<file path="src/rtl/spi_slave_burst_if_pkg.sv">
// rtl/spi_slave_burst_if_pkg.sv - state encoding and command codes for the SPI slave burst front-end
package spi_slave_burst_if_pkg;

   typedef logic [2:0] state_t;

   localparam state_t ST_IDLE      = 3'd0;
   localparam state_t ST_CHK_CMD   = 3'd1;
   localparam state_t ST_WRITE     = 3'd2;
   localparam state_t ST_READ_ADD  = 3'd3;
   localparam state_t ST_READ_DATA = 3'd4;
   localparam state_t ST_TX        = 3'd5;
   localparam state_t ST_WAIT_SS   = 3'd6;

   localparam logic [1:0] CMD_WR_ADDR = 2'b00;
   localparam logic [1:0] CMD_WR_DATA = 2'b01;
   localparam logic [1:0] CMD_RD_ADDR = 2'b10;
   localparam logic [1:0] CMD_RD_DATA = 2'b11;

endpackage

</file>
<file path="src/rtl/spi_slave_burst_if.sv">
// rtl/spi_slave_burst_if.sv - SPI slave front-end with burst frames, read-back serialiser and abort/timeout errors
module spi_slave_burst_if
   import spi_slave_burst_if_pkg::*;
#(
   parameter int DATA_WIDTH = 8,
   parameter int BURST_EN   = 1,
   parameter int TX_TIMEOUT = 15
) (
   input  logic                  clk,
   input  logic                  rst,
   input  logic                  ss_n,
   input  logic                  mosi,
   output logic                  miso,
   output logic [DATA_WIDTH+1:0] rx_data,
   output logic                  rx_valid,
   input  logic [DATA_WIDTH-1:0] tx_data,
   input  logic                  tx_valid,
   output logic                  frame_err
);

   localparam int FRAME_LEN = DATA_WIDTH + 2;
   localparam int CW        = $clog2(DATA_WIDTH + 3);
   localparam int TW        = $clog2(TX_TIMEOUT + 1);

   localparam logic [CW-1:0] RX_LAST  = CW'(FRAME_LEN);
   localparam logic [CW-1:0] TX_LAST  = CW'(DATA_WIDTH);
   localparam logic [TW-1:0] TO_LIMIT = TW'(TX_TIMEOUT);

   state_t                 state;
   logic [CW-1:0]          bit_cnt;
   logic [TW-1:0]          to_cnt;
   logic [FRAME_LEN-1:0]   rx_sr;
   logic [DATA_WIDTH-1:0]  tx_sr;
   logic                   tx_busy;
   logic                   rd_addr_held;

   logic   rx_state;
   logic   rx_done;
   logic   tx_done;
   logic   in_frame;
   logic   abort;
   state_t end_state;

   // A frame that is finishing this cycle is not an abort: raising ss_n on the
   // completion cycle is the clean way to close a burst.
   assign rx_state  = (state == ST_WRITE) || (state == ST_READ_ADD) || (state == ST_READ_DATA);
   assign rx_done   = rx_state && (bit_cnt == RX_LAST);
   assign tx_done   = (state == ST_TX) && tx_busy && (bit_cnt == TX_LAST);
   assign in_frame  = (state != ST_IDLE) && (state != ST_WAIT_SS);
   assign abort     = ss_n && in_frame && !rx_done && !tx_done;
   assign end_state = ((BURST_EN != 0) && !ss_n) ? ST_CHK_CMD : ST_WAIT_SS;

   // Frame sequencer, shift registers, read-back serialiser and error strobes
   always_ff @(posedge clk) begin
      if (rst) begin
         state        <= ST_IDLE;
         bit_cnt      <= '0;
         to_cnt       <= '0;
         rx_sr        <= '0;
         tx_sr        <= '0;
         tx_busy      <= 1'b0;
         rd_addr_held <= 1'b0;
         miso         <= 1'b0;
         rx_data      <= '0;
         rx_valid     <= 1'b0;
         frame_err    <= 1'b0;
      end else begin
         rx_valid  <= 1'b0;
         frame_err <= 1'b0;
         if (abort) begin
            state     <= ST_IDLE;
            frame_err <= 1'b1;
            miso      <= 1'b0;
            bit_cnt   <= '0;
            to_cnt    <= '0;
            tx_busy   <= 1'b0;
         end else begin
            case (state)
               ST_IDLE: begin
                  if (!ss_n) state <= ST_CHK_CMD;
               end
               ST_CHK_CMD: begin
                  bit_cnt <= '0;
                  if (!mosi)             state <= ST_WRITE;
                  else if (rd_addr_held) state <= ST_READ_DATA;
                  else                   state <= ST_READ_ADD;
               end
               ST_WRITE, ST_READ_ADD, ST_READ_DATA: begin
                  if (!rx_done) begin
                     rx_sr   <= {rx_sr[FRAME_LEN-2:0], mosi};
                     bit_cnt <= bit_cnt + CW'(1);
                  end else begin
                     rx_valid <= 1'b1;
                     rx_data  <= rx_sr;
                     bit_cnt  <= '0;
                     to_cnt   <= '0;
                     tx_busy  <= 1'b0;
                     if (state == ST_READ_ADD)  rd_addr_held <= 1'b1;
                     if (state == ST_READ_DATA) rd_addr_held <= 1'b0;
                     state <= (state == ST_READ_DATA) ? ST_TX : end_state;
                  end
               end
               ST_TX: begin
                  if (!tx_busy) begin
                     if (tx_valid) begin
                        miso    <= tx_data[DATA_WIDTH-1];
                        tx_sr   <= {tx_data[DATA_WIDTH-2:0], 1'b0};
                        tx_busy <= 1'b1;
                        bit_cnt <= CW'(1);
                     end else if (to_cnt == TO_LIMIT) begin
                        frame_err <= 1'b1;
                        state     <= ST_WAIT_SS;
                     end else begin
                        to_cnt <= to_cnt + TW'(1);
                     end
                  end else if (!tx_done) begin
                     miso    <= tx_sr[DATA_WIDTH-1];
                     tx_sr   <= {tx_sr[DATA_WIDTH-2:0], 1'b0};
                     bit_cnt <= bit_cnt + CW'(1);
                  end else begin
                     miso    <= 1'b0;
                     tx_busy <= 1'b0;
                     bit_cnt <= '0;
                     state   <= end_state;
                  end
               end
               ST_WAIT_SS: begin
                  if (ss_n) state <= ST_IDLE;
               end
               default: state <= ST_IDLE;
            endcase
         end
      end
   end

endmodule
</file>
<file path="config.mk">
export PLATFORM = sky130hd
export DESIGN_NAME = spi_slave_burst_if
export DESIGN_NICKNAME = d
export VERILOG_FILES = /design/src/rtl/spi_slave_burst_if_pkg.sv /design/src/rtl/spi_slave_burst_if.sv
export SDC_FILE = /design/constraint.sdc
export NUM_CORES = 1
export LEC_CHECK = 0
export BUFFER_PORTS_ARGS = -buffer_cell sky130_fd_sc_hd__buf_4
export CORE_UTILIZATION = 61
export CTS_CLUSTER_SIZE = 28
export DETAILED_ROUTE_END_ITERATION = 10
export GPL_ROUTABILITY_DRIVEN = 0
export PLACE_DENSITY = 0.83
export SLEW_MARGIN = 20
export SYNTH_ARGS = -nofsm -noshare
export SYNTH_HDL_FRONTEND = slang
export SYNTH_SLANG_ARGS = --single-unit
</file>
<file path="constraint.sdc">
create_clock -name clk -period 3.4 [get_ports clk]
set_input_delay 0.34 -clock clk [delete_from_list [all_inputs] [get_ports clk]]
set_output_delay 0.34 -clock clk [all_outputs]
set_load 0.005 [all_outputs]
</file>
==> metrics, run 1 <==
first-pass GRT wire length=6670 um; post-cts sizing count=0; Synth Register Bits=43; critical path endpoint category=flip-flop; DRC=0; initial antenna violation count=0; ys flop type=dfxtp_1; mapped cell area=0.00212 mm^2; worst hold slack=0.250 ns; Post-Place Cells=300; Final Skew=0.00507 ns; Die H=60.9 um; static leakage=0.826 nW; Setup CP Type=reg2reg; drt wl/cell=12.8 um; Antenna Cells=0; drt first pass iters=4; final setup vio count=0; Detail Route Antenna Nets=0; Synth area leaders=dfxtp_1 (41%), mux2i_1 (8.0%), nand2_1 (6.7%); CP max stage cell=dfxtp_1; final WL=3960 um; HPWL Detailed=2770 um; Mapped Nets=259; Final Instance Count excl. Fillers=308; leading area contributor after synthesis=dfxtp_1; CTS HTree Levels=2; CP Data Required Time=3.66 ns; GR Overflow Total=0; Slew @ Worst Pin=0.732 ns; synthesized area per cell=8.76 um^2; Filler Cell Count=271; crit path time final=2.28 ns; Max VDD drop=0.363 mV; clock slew at the register clock pins of the worst setup and hold paths=0.12 ns; Final Hold Fails=0; Pwr Density=515 mW/mm^2; die span in x=60.9 um; Max Root-Sink Buffers=2; Layout area overhead=10.0%; RSZ-0062 raised after global routing=false; yosys warns=0; Clock Latency Late Sink=0.35 ns; initial core utilization=0.635; worst min-delay path class=in2reg; Rows=21; Die Area=0.00371 mm^2; clock root cell=clkbuf_4; core area=0.00334 mm^2; Final Power=1.20 mW; CP max FO=12; Setup TNS=0 ns; area share of the largest cell type after synthesis=0.406; Vias/cell=5.59; Post-Syn Instances=242; post-CTS setup buffers=0; vias in the first global route=1525; clk sink count=43; cts hold-fix bufs=0; io pins=26; nets=278; Vias=1722; Pins Over Slew Limit=0; worst rel slew slack=0.511; post-synth cell types=50; crit-path cells=nor2b_1 -> o31a_1 -> a31o_1 -> nand2b_4 -> nor2_2; critical path launch point type=flip-flop; f_max=438 MHz; period utilization=0.671; status=finished clean; Seq/Total Area, Yosys=0.406; Port Buf Inserts=25; pin count of the biggest net entering global routing=32; global-route usage over all layers=0.244; cts bufs inserted=5; number of synthesized flops with an enable pin=0; CTS tree=yes; share of cells above drive strength 1=0.183; Critical Path Max Stage Delay=0.59 ns; Async SR Flop Fraction=0; DR iter-0 viols=129; Arr. time, crit path=2.54 ns; max-cap check violation count=0
[metal layers]
layer | global-route usage | wire [um] | share of wire
met2 | 0.383 | 1850 | 0.47
met5 | 0 | 0 | 0
met1 | 0.323 | 1860 | 0.47
met3 | 0.0618 | 178 | 0.045
met4 | 0.0974 | 57 | 0.014
[placed cells by master (no fill, tap or decap), types with 4 or more instances in the layout]
cell and instances:
a211oi_1 4, a21oi_1 21, buf_4 25, clkbuf_4 5, dfxtp_1 43, ha_1 4
inv_1 7, mux2i_1 17, nand2_1 38, nand3_1 7, nand3b_1 4, nor2_1 32
o21ai_0 4
[worst max-delay path: cells and delay by family, from the launching register on]
kind | cells | cell delay, ns
compound gates | 2 | 0.72
flops | 1 | 0.59
simple gates | 3 | 0.88
[power breakdown]
group	internal (mW)	total [mW]	switching (mW)
combinational	0.155	0.364	0.210
clock	0.0799	0.243	0.163
sequential	0.528	0.593	0.0645
total	0.763	1.20	0.437
[per-stage QoR]
stage                     utilization  setup slack (ns)  instance area [um^2]
after global routing            0.699             0.931                  2330
after detailed placement        0.683              1.17                  2280
after floorplan                     -              1.71                  2120
after CTS                       0.699              1.14                  2330
after global placement          0.683              1.24                  2280
final                           0.699              1.12                  2330
[cell families after synthesis]
kind of cell	share of synthesized area
buffers and inverters	0.0531
AO/OA/AOI/OAI	0.173
flip-flops	0.406
AND/OR/NAND/NOR	0.251
multiplexers	0.0803
adder cells (fa/ha/maj)	0.0236
XOR/XNOR	0.0124
[layout make-up]
class,instances,area [um^2],share of cell area
sequential,43,861,0.369
timing repair buffer,25,188,0.0805
clock buffer,6,41.3,0.0177
clock inverter,2,12.5,0.00536
tap,46,57.6,0.0247
inverter,7,26.3,0.0113
multi-input combinational,179,1150,0.491
[worst paths after layout]
kind | start | to | slack [ns] | cells past startpoint
worst max-delay path | state[1] | to_cnt[3] | 1.12 | 5
worst min-delay path | mosi | rx_sr[0] | 0.25 | 3
worst max register to register | state[1] | to_cnt[3] | 1.12 | 5
worst min register to register | rx_data[6] | rx_data[6] | 0.46 | 2
[flip-flops by register name, indices dropped and copies added (netlist names)]
name	flops
frame_err	1
miso	1
bit_cnt	4
tx_sr	7
tx_busy	1
to_cnt	4
state	3
rd_addr_held	1
rx_sr	10
rx_data	10
rx_valid	1
[cells in the mapped netlist, types with 2 or more instances]
master,n
mux2i_1,17
a311oi_1,2
a31oi_1,2
buf_6,4
a211oi_2,3
nor2_1,32
clkbuf_1,5
nand2b_1,2
o21ai_4,2
nor3_1,2
nand3b_1,4
ha_1,4
dfxtp_1,43
a211oi_1,4
buf_2,3
a21oi_1,21
xnor2_1,3
nand2_1,38
nand3_1,7
o21ai_0,4
and3b_1,3
nor2_2,3
inv_1,7
Note: power is estimated with default switching activity, not from simulation.
==> run 2, diff against run 1 <==
--- a/config.mk
+++ b/config.mk
@@ -6,11 +6,11 @@
 export NUM_CORES = 1
 export LEC_CHECK = 0
 export BUFFER_PORTS_ARGS = -buffer_cell sky130_fd_sc_hd__buf_4
-export CORE_UTILIZATION = 61
+export CORE_UTILIZATION = 57
 export CTS_CLUSTER_SIZE = 28
 export DETAILED_ROUTE_END_ITERATION = 10
 export GPL_ROUTABILITY_DRIVEN = 0
-export PLACE_DENSITY = 0.83
+export PLACE_DENSITY = 0.78
 export SLEW_MARGIN = 20
 export SYNTH_ARGS = -nofsm -noshare
 export SYNTH_HDL_FRONTEND = slang
==> constraint.sdc (replaced) <==
create_clock -name clk -period 2.25 [get_ports clk]
set_input_delay 0.225 -clock clk [delete_from_list [all_inputs] [get_ports clk]]
set_output_delay 0.225 -clock clk [all_outputs]
set_load 0.005 [all_outputs]
==> metrics, run 2 (same netlist as run 1, synthesis figures left out) <==
Final Instance Count excl. Fillers=314 (was 308); drt first pass iters=4 (unchanged); RSZ-0062 raised after global routing=false (unchanged); Die H=63.0 um (was 60.9 um); Clock Latency Late Sink=0.29 ns (was 0.35 ns); clock slew at the register clock pins of the worst setup and hold paths=0.07 ns (was 0.12 ns); Pwr Density=812 mW/mm^2 (was 515 mW/mm^2); critical path launch point type=flip-flop (unchanged); critical path endpoint category=flip-flop (unchanged); CP Data Required Time=2.46 ns (was 3.66 ns); Post-Place Cells=307 (was 300); area used by multi-input combinational logic=0.00115 mm^2 (unchanged); status=finished clean (unchanged); Port Buf Inserts=25 (unchanged); max-cap check violation count=0 (unchanged); pin count of the biggest net entering global routing=32 (unchanged); Layout area overhead=14.1% (was 10.0%); CP max stage cell=dfxtp_1 (unchanged); Regs by FF count=rx_data: 10 flops, rx_sr: 10 flops, tx_sr: 7 flops (unchanged); die span in x=63.0 um (was 60.9 um); Arr. time, crit path=2.24 ns (was 2.54 ns); register area=861 um^2 (unchanged); combinational power share=0.304 (about the same); core area=0.00344 mm^2 (was 0.00334 mm^2); io pins=26 (unchanged); Final Hold Fails=0 (unchanged); Net Switching=0.664 mW (was 0.437 mW); crit-path cells=and2b_1 -> o31a_1 -> a21boi_4 -> nor2_1 -> a211oi_2 (was nor2b_1 -> o31a_1 -> a31o_1 -> nand2b_4 -> nor2_2); static leakage=0.881 nW (was 0.826 nW); nets=285 (was 278); CP max FO=14 (was 12); crit path time final=2.03 ns (was 2.28 ns); switch share=0.338 (was 0.365); f_max=493 MHz (was 438 MHz); Pins Over Slew Limit=0 (unchanged); Vias/cell=5.54 (was 5.59); clk sink count=43 (unchanged); Critical Path Max Stage Delay=0.58 ns (was 0.59 ns); internal power=1.30 mW (was 0.763 mW); initial antenna violation count=0 (unchanged); share of cells above drive strength 1=0.205 (was 0.183); Die Area=0.00397 mm^2 (was 0.00371 mm^2); DRC=0 (unchanged); drt wl/cell=12.8 um (about the same); global-route usage over all layers=0.228 (was 0.244); CTS HTree Levels=2 (unchanged); worst rel slew slack=0.691 (was 0.511); final WL=4030 um (was 3960 um); initial core utilization=0.616 (was 0.635); post-CTS setup buffers=0 (unchanged); cts bufs inserted=5 (unchanged); Final Skew=0.00564 ns (was 0.00507 ns); GR Overflow Total=0 (unchanged); Filler Cell Count=282 (was 271); DR iter-0 viols=92 (was 129); vias in the first global route=1601 (was 1525); most common cell after layout, fill and taps aside=dfxtp_1 (unchanged); CP delay by family, top=compound AO/OA/AOI/OAI gates (was simple AND/OR/NAND/NOR gates); first-pass GRT wire length=7160 um (was 6670 um); Max VDD drop=0.686 mV (was 0.363 mV); WP buf/inv=0 (unchanged); Rows=21 (unchanged); Seq pwr share=0.449 (was 0.494); Layout Utilization=0.703 (was 0.699); final setup vio count=0 (unchanged); clock root cell=clkbuf_8 (was clkbuf_4); CTS tree=yes (unchanged); Setup TNS=0 ns (unchanged); worst min-delay path class=in2reg (unchanged); cts hold-fix bufs=0 (unchanged); Detail Route Antenna Nets=0 (unchanged); Slew @ Worst Pin=0.463 ns (was 0.732 ns); Clock Power Share=0.248 (was 0.203); HPWL Detailed=2930 um (was 2770 um); Setup CP Type=reg2reg (unchanged); Vias=1740 (was 1722); Max Root-Sink Buffers=2 (unchanged); post-cts sizing count=0 (unchanged); period utilization=0.902 (was 0.671); commonest cells after routing, fill and taps aside=dfxtp_1 (43), nand2_1 (38), nor2_1 (32), buf_4 (32), a21oi_1 (21) (was dfxtp_1 (43), nand2_1 (38), nor2_1 (32)); Antenna Cells=0 (unchanged)
[run 2: power groups by stage]
stage	registers, mW	clock network, mW	logic (mW)
floorplan	0.847	0	0.542
global placement	0.893	0	0.583
detailed placement	0.895	0	0.596
CTS	0.877	0.498	0.600
global route	0.891	0.534	0.664
finish	0.881	0.487	0.596
[run 2: cell type report]
type	instances	area share
timing repair buffer	32	0.0993
tap	46	0.0238
clock inverter	1	0.00207
inverter	7	0.0109
clock buffer	6	0.0341
sequential	43	0.356
multi-input combinational	179	0.474
[run 2: metal layers]
metal  GRT usage  up-vias  routed length [um]
met5           0        -                   0
li1            -      884                   -
met3      0.0584        8                 121
met2       0.362       29                1890
met4      0.0901        0                  70
met1       0.292      819                1940
[run 2: tightest hold or removal path, cell delays in order]
cell and delay (ns):
buf_4 0.10, mux2i_1 0.06, nor2_1 0.07
[run 2: final timing paths]
kind                    from         end  slack, ns  cells after the start
setup reg to reg    state[1]    tx_sr[6]       0.22                      5
hold / removal          mosi    rx_sr[0]       0.20                      3
setup / recovery    state[1]    tx_sr[6]       0.22                      5
hold reg to reg   rx_data[5]  rx_data[5]       0.46                      2
[run 2: per-stage QoR]
step | instance area (um^2) | worst slack (ns) | power [mW] | hold slack [ns]
final | 2420 | 0.220 | 1.96 | 0.205
after global routing | 2420 | 0.0517 | 2.09 | 0.213
after CTS | 2420 | 0.228 | 1.98 | 0.201
after detailed placement | 2330 | 0.281 | 1.49 | 0.447
after global placement | 2330 | 0.376 | 1.48 | 0.445
after floorplan | 2120 | 0.561 | 1.39 | 0.372
==> run 3, diff against run 2 <==
--- a/config.mk
+++ b/config.mk
@@ -11,6 +11,7 @@
 export DETAILED_ROUTE_END_ITERATION = 10
 export GPL_ROUTABILITY_DRIVEN = 0
 export PLACE_DENSITY = 0.78
+export RECOVER_POWER = 50
 export SLEW_MARGIN = 20
 export SYNTH_ARGS = -nofsm -noshare
 export SYNTH_HDL_FRONTEND = slang
==> metrics, run 3 (same netlist as run 1, synthesis figures left out) <==
status=finished clean (unchanged); Max VDD drop=0.681 mV (was 0.686 mV); io pins=26 (unchanged); CP max FO=14 (unchanged); Vias/cell=5.56 (was 5.54); critical path launch point type=flip-flop (unchanged); final WL=4030 um (about the same); crit path time final=2.04 ns (was 2.03 ns); Rows=21 (unchanged); max-cap check violation count=0 (unchanged); cell area after layout=0.00241 mm^2 (was 0.00242 mm^2); CTS tree=yes (unchanged); path depth of the worst reg2reg path=5 (unchanged); reg-to-reg endpoint=tx_sr[6] (unchanged); Vias=1746 (was 1740); Worst R2R Setup Slack=0.21 ns (was 0.22 ns); worst min-delay path class=in2reg (unchanged); initial core utilization=0.616 (unchanged); Hold Crit Endpoint=rx_sr[0] (unchanged); Die Area=0.00397 mm^2 (unchanged); drt first pass iters=4 (unchanged); clock slew at the register clock pins of the worst setup and hold paths=0.07 ns (about the same); post-cts sizing count=0 (unchanged); global-route usage over all layers=0.228 (unchanged); RSZ-0062 raised after global routing=false (unchanged); clk sink count=43 (unchanged); CTS HTree Levels=2 (unchanged); Final Power=1.96 mW (about the same); Arr. time, crit path=2.25 ns (was 2.24 ns); vias in the first global route=1601 (unchanged); Detail Route Antenna Nets=0 (unchanged); Max Root-Sink Buffers=2 (unchanged); CP Data Required Time=2.46 ns (about the same); nets=285 (unchanged); most common cell after layout, fill and taps aside=dfxtp_1 (unchanged); initial antenna violation count=0 (unchanged); static leakage=0.873 nW (was 0.881 nW); cts hold-fix bufs=0 (unchanged); post-CTS setup buffers=0 (unchanged); die span in x=63.0 um (unchanged); Regs by FF count=rx_data: 10 flops, rx_sr: 10 flops, tx_sr: 7 flops (unchanged); DR iter-0 viols=105 (was 92); Port Buf Inserts=25 (unchanged); Final Instance Count excl. Fillers=314 (unchanged); Hold Path Cell Cnt=3 (unchanged); placed standard-cell area=0.00233 mm^2 (unchanged); Antenna Cells=0 (unchanged); Pwr Density=812 mW/mm^2 (about the same); Final Hold Fails=0 (unchanged); period utilization=0.908 (was 0.902); first-pass GRT wire length=7160 um (unchanged); Layout area overhead=13.6% (was 14.1%); pin count of the biggest net entering global routing=32 (unchanged); final setup vio count=0 (unchanged); DRC=0 (unchanged); r2r startpoint=state[1] (unchanged); core area=0.00344 mm^2 (unchanged); Clock Latency Late Sink=0.29 ns (about the same); Final Skew=0.00506 ns (was 0.00564 ns); worst rel slew slack=0.695 (was 0.691); critical path endpoint category=flip-flop (unchanged); cts bufs inserted=5 (unchanged); Slew @ Worst Pin=0.457 ns (was 0.463 ns); share of cells above drive strength 1=0.201 (was 0.205); Setup CP Type=reg2reg (unchanged); Worst Min Path Start=mosi (unchanged); Layout Utilization=0.699 (was 0.703); f_max=490 MHz (was 493 MHz); Die H=63.0 um (unchanged); clock root cell=clkbuf_8 (unchanged); GR Overflow Total=0 (unchanged); drt wl/cell=12.8 um (about the same); commonest cells after routing, fill and taps aside=dfxtp_1 (43), nand2_1 (38), nor2_1 (32) (was dfxtp_1 (43), nand2_1 (38), nor2_1 (32), buf_4 (32), a21oi_1 (21)); HPWL Detailed=2930 um (unchanged); Setup TNS=0 ns (unchanged); Pins Over Slew Limit=0 (unchanged); Post-Place Cells=307 (unchanged)
## run 3: cell types whose count changed in the layout (fill, tap and decap cells not counted)
cell      previous run  this run
clkbuf_4             0        13
o21ai_1              0         1
buf_4               32        19
o21ai_4              2         1
## run 3: worst max-delay path by stage
stage,from,end,depth (start not counted)
2_1_floorplan,bit_cnt[0],tx_sr[4],8
3_3_place_gp,state[1],bit_cnt[2],5
3_5_place_dp,state[1],tx_sr[3],5
4_1_cts,bit_cnt[0],tx_sr[6],7
5_1_grt,bit_cnt[0],tx_sr[6],7
6_report,state[1],tx_sr[6],5
## run 3: through the flow
step / setup WS [ns] / hold WS [ns]
5_1_grt: 0.0516 / 0.213
6_report: 0.208 / 0.208
2_1_floorplan: 0.561 / 0.372
3_5_place_dp: 0.281 / 0.447
3_3_place_gp: 0.376 / 0.445
4_1_cts: 0.228 / 0.201
## run 3: worst max-delay path: stages, from the launching register on
cell      delay [ns]
dfxtp_1         0.58
and2b_1         0.29
o31a_1          0.32
a21boi_4        0.38
nor2_1          0.13
a211oi_2        0.24
## run 3: report_power, final
group | internal (mW) | switching [mW] | leakage (nW)
registers | 0.798 | 0.0832 | 0.347
logic | 0.261 | 0.328 | 0.479
clock network | 0.241 | 0.245 | 0.0470
## run 3: metal layers
layer / global-route usage / vias up / share of wire
li1: - / 884 / -
met1: 0.292 / 825 / 0.49
met2: 0.362 / 29 / 0.46
met3: 0.0584 / 8 / 0.030
met4: 0.0901 / 0 / 0.017
met5: 0 / - / 0
## run 3: layout make-up
| class | instances | area [um^2] |
|---|---|---|
| Clock buffer | 6 | 82.6 |
| Clock inverter | 1 | 5.00 |
| Sequential cell | 43 | 861 |
| Inverter | 7 | 26.3 |
| Multi-Input combinational cell | 179 | 1130 |
| Fill cell | 283 | 1030 |
| Tap cell | 46 | 57.6 |
| Timing Repair Buffer | 32 | 240 |
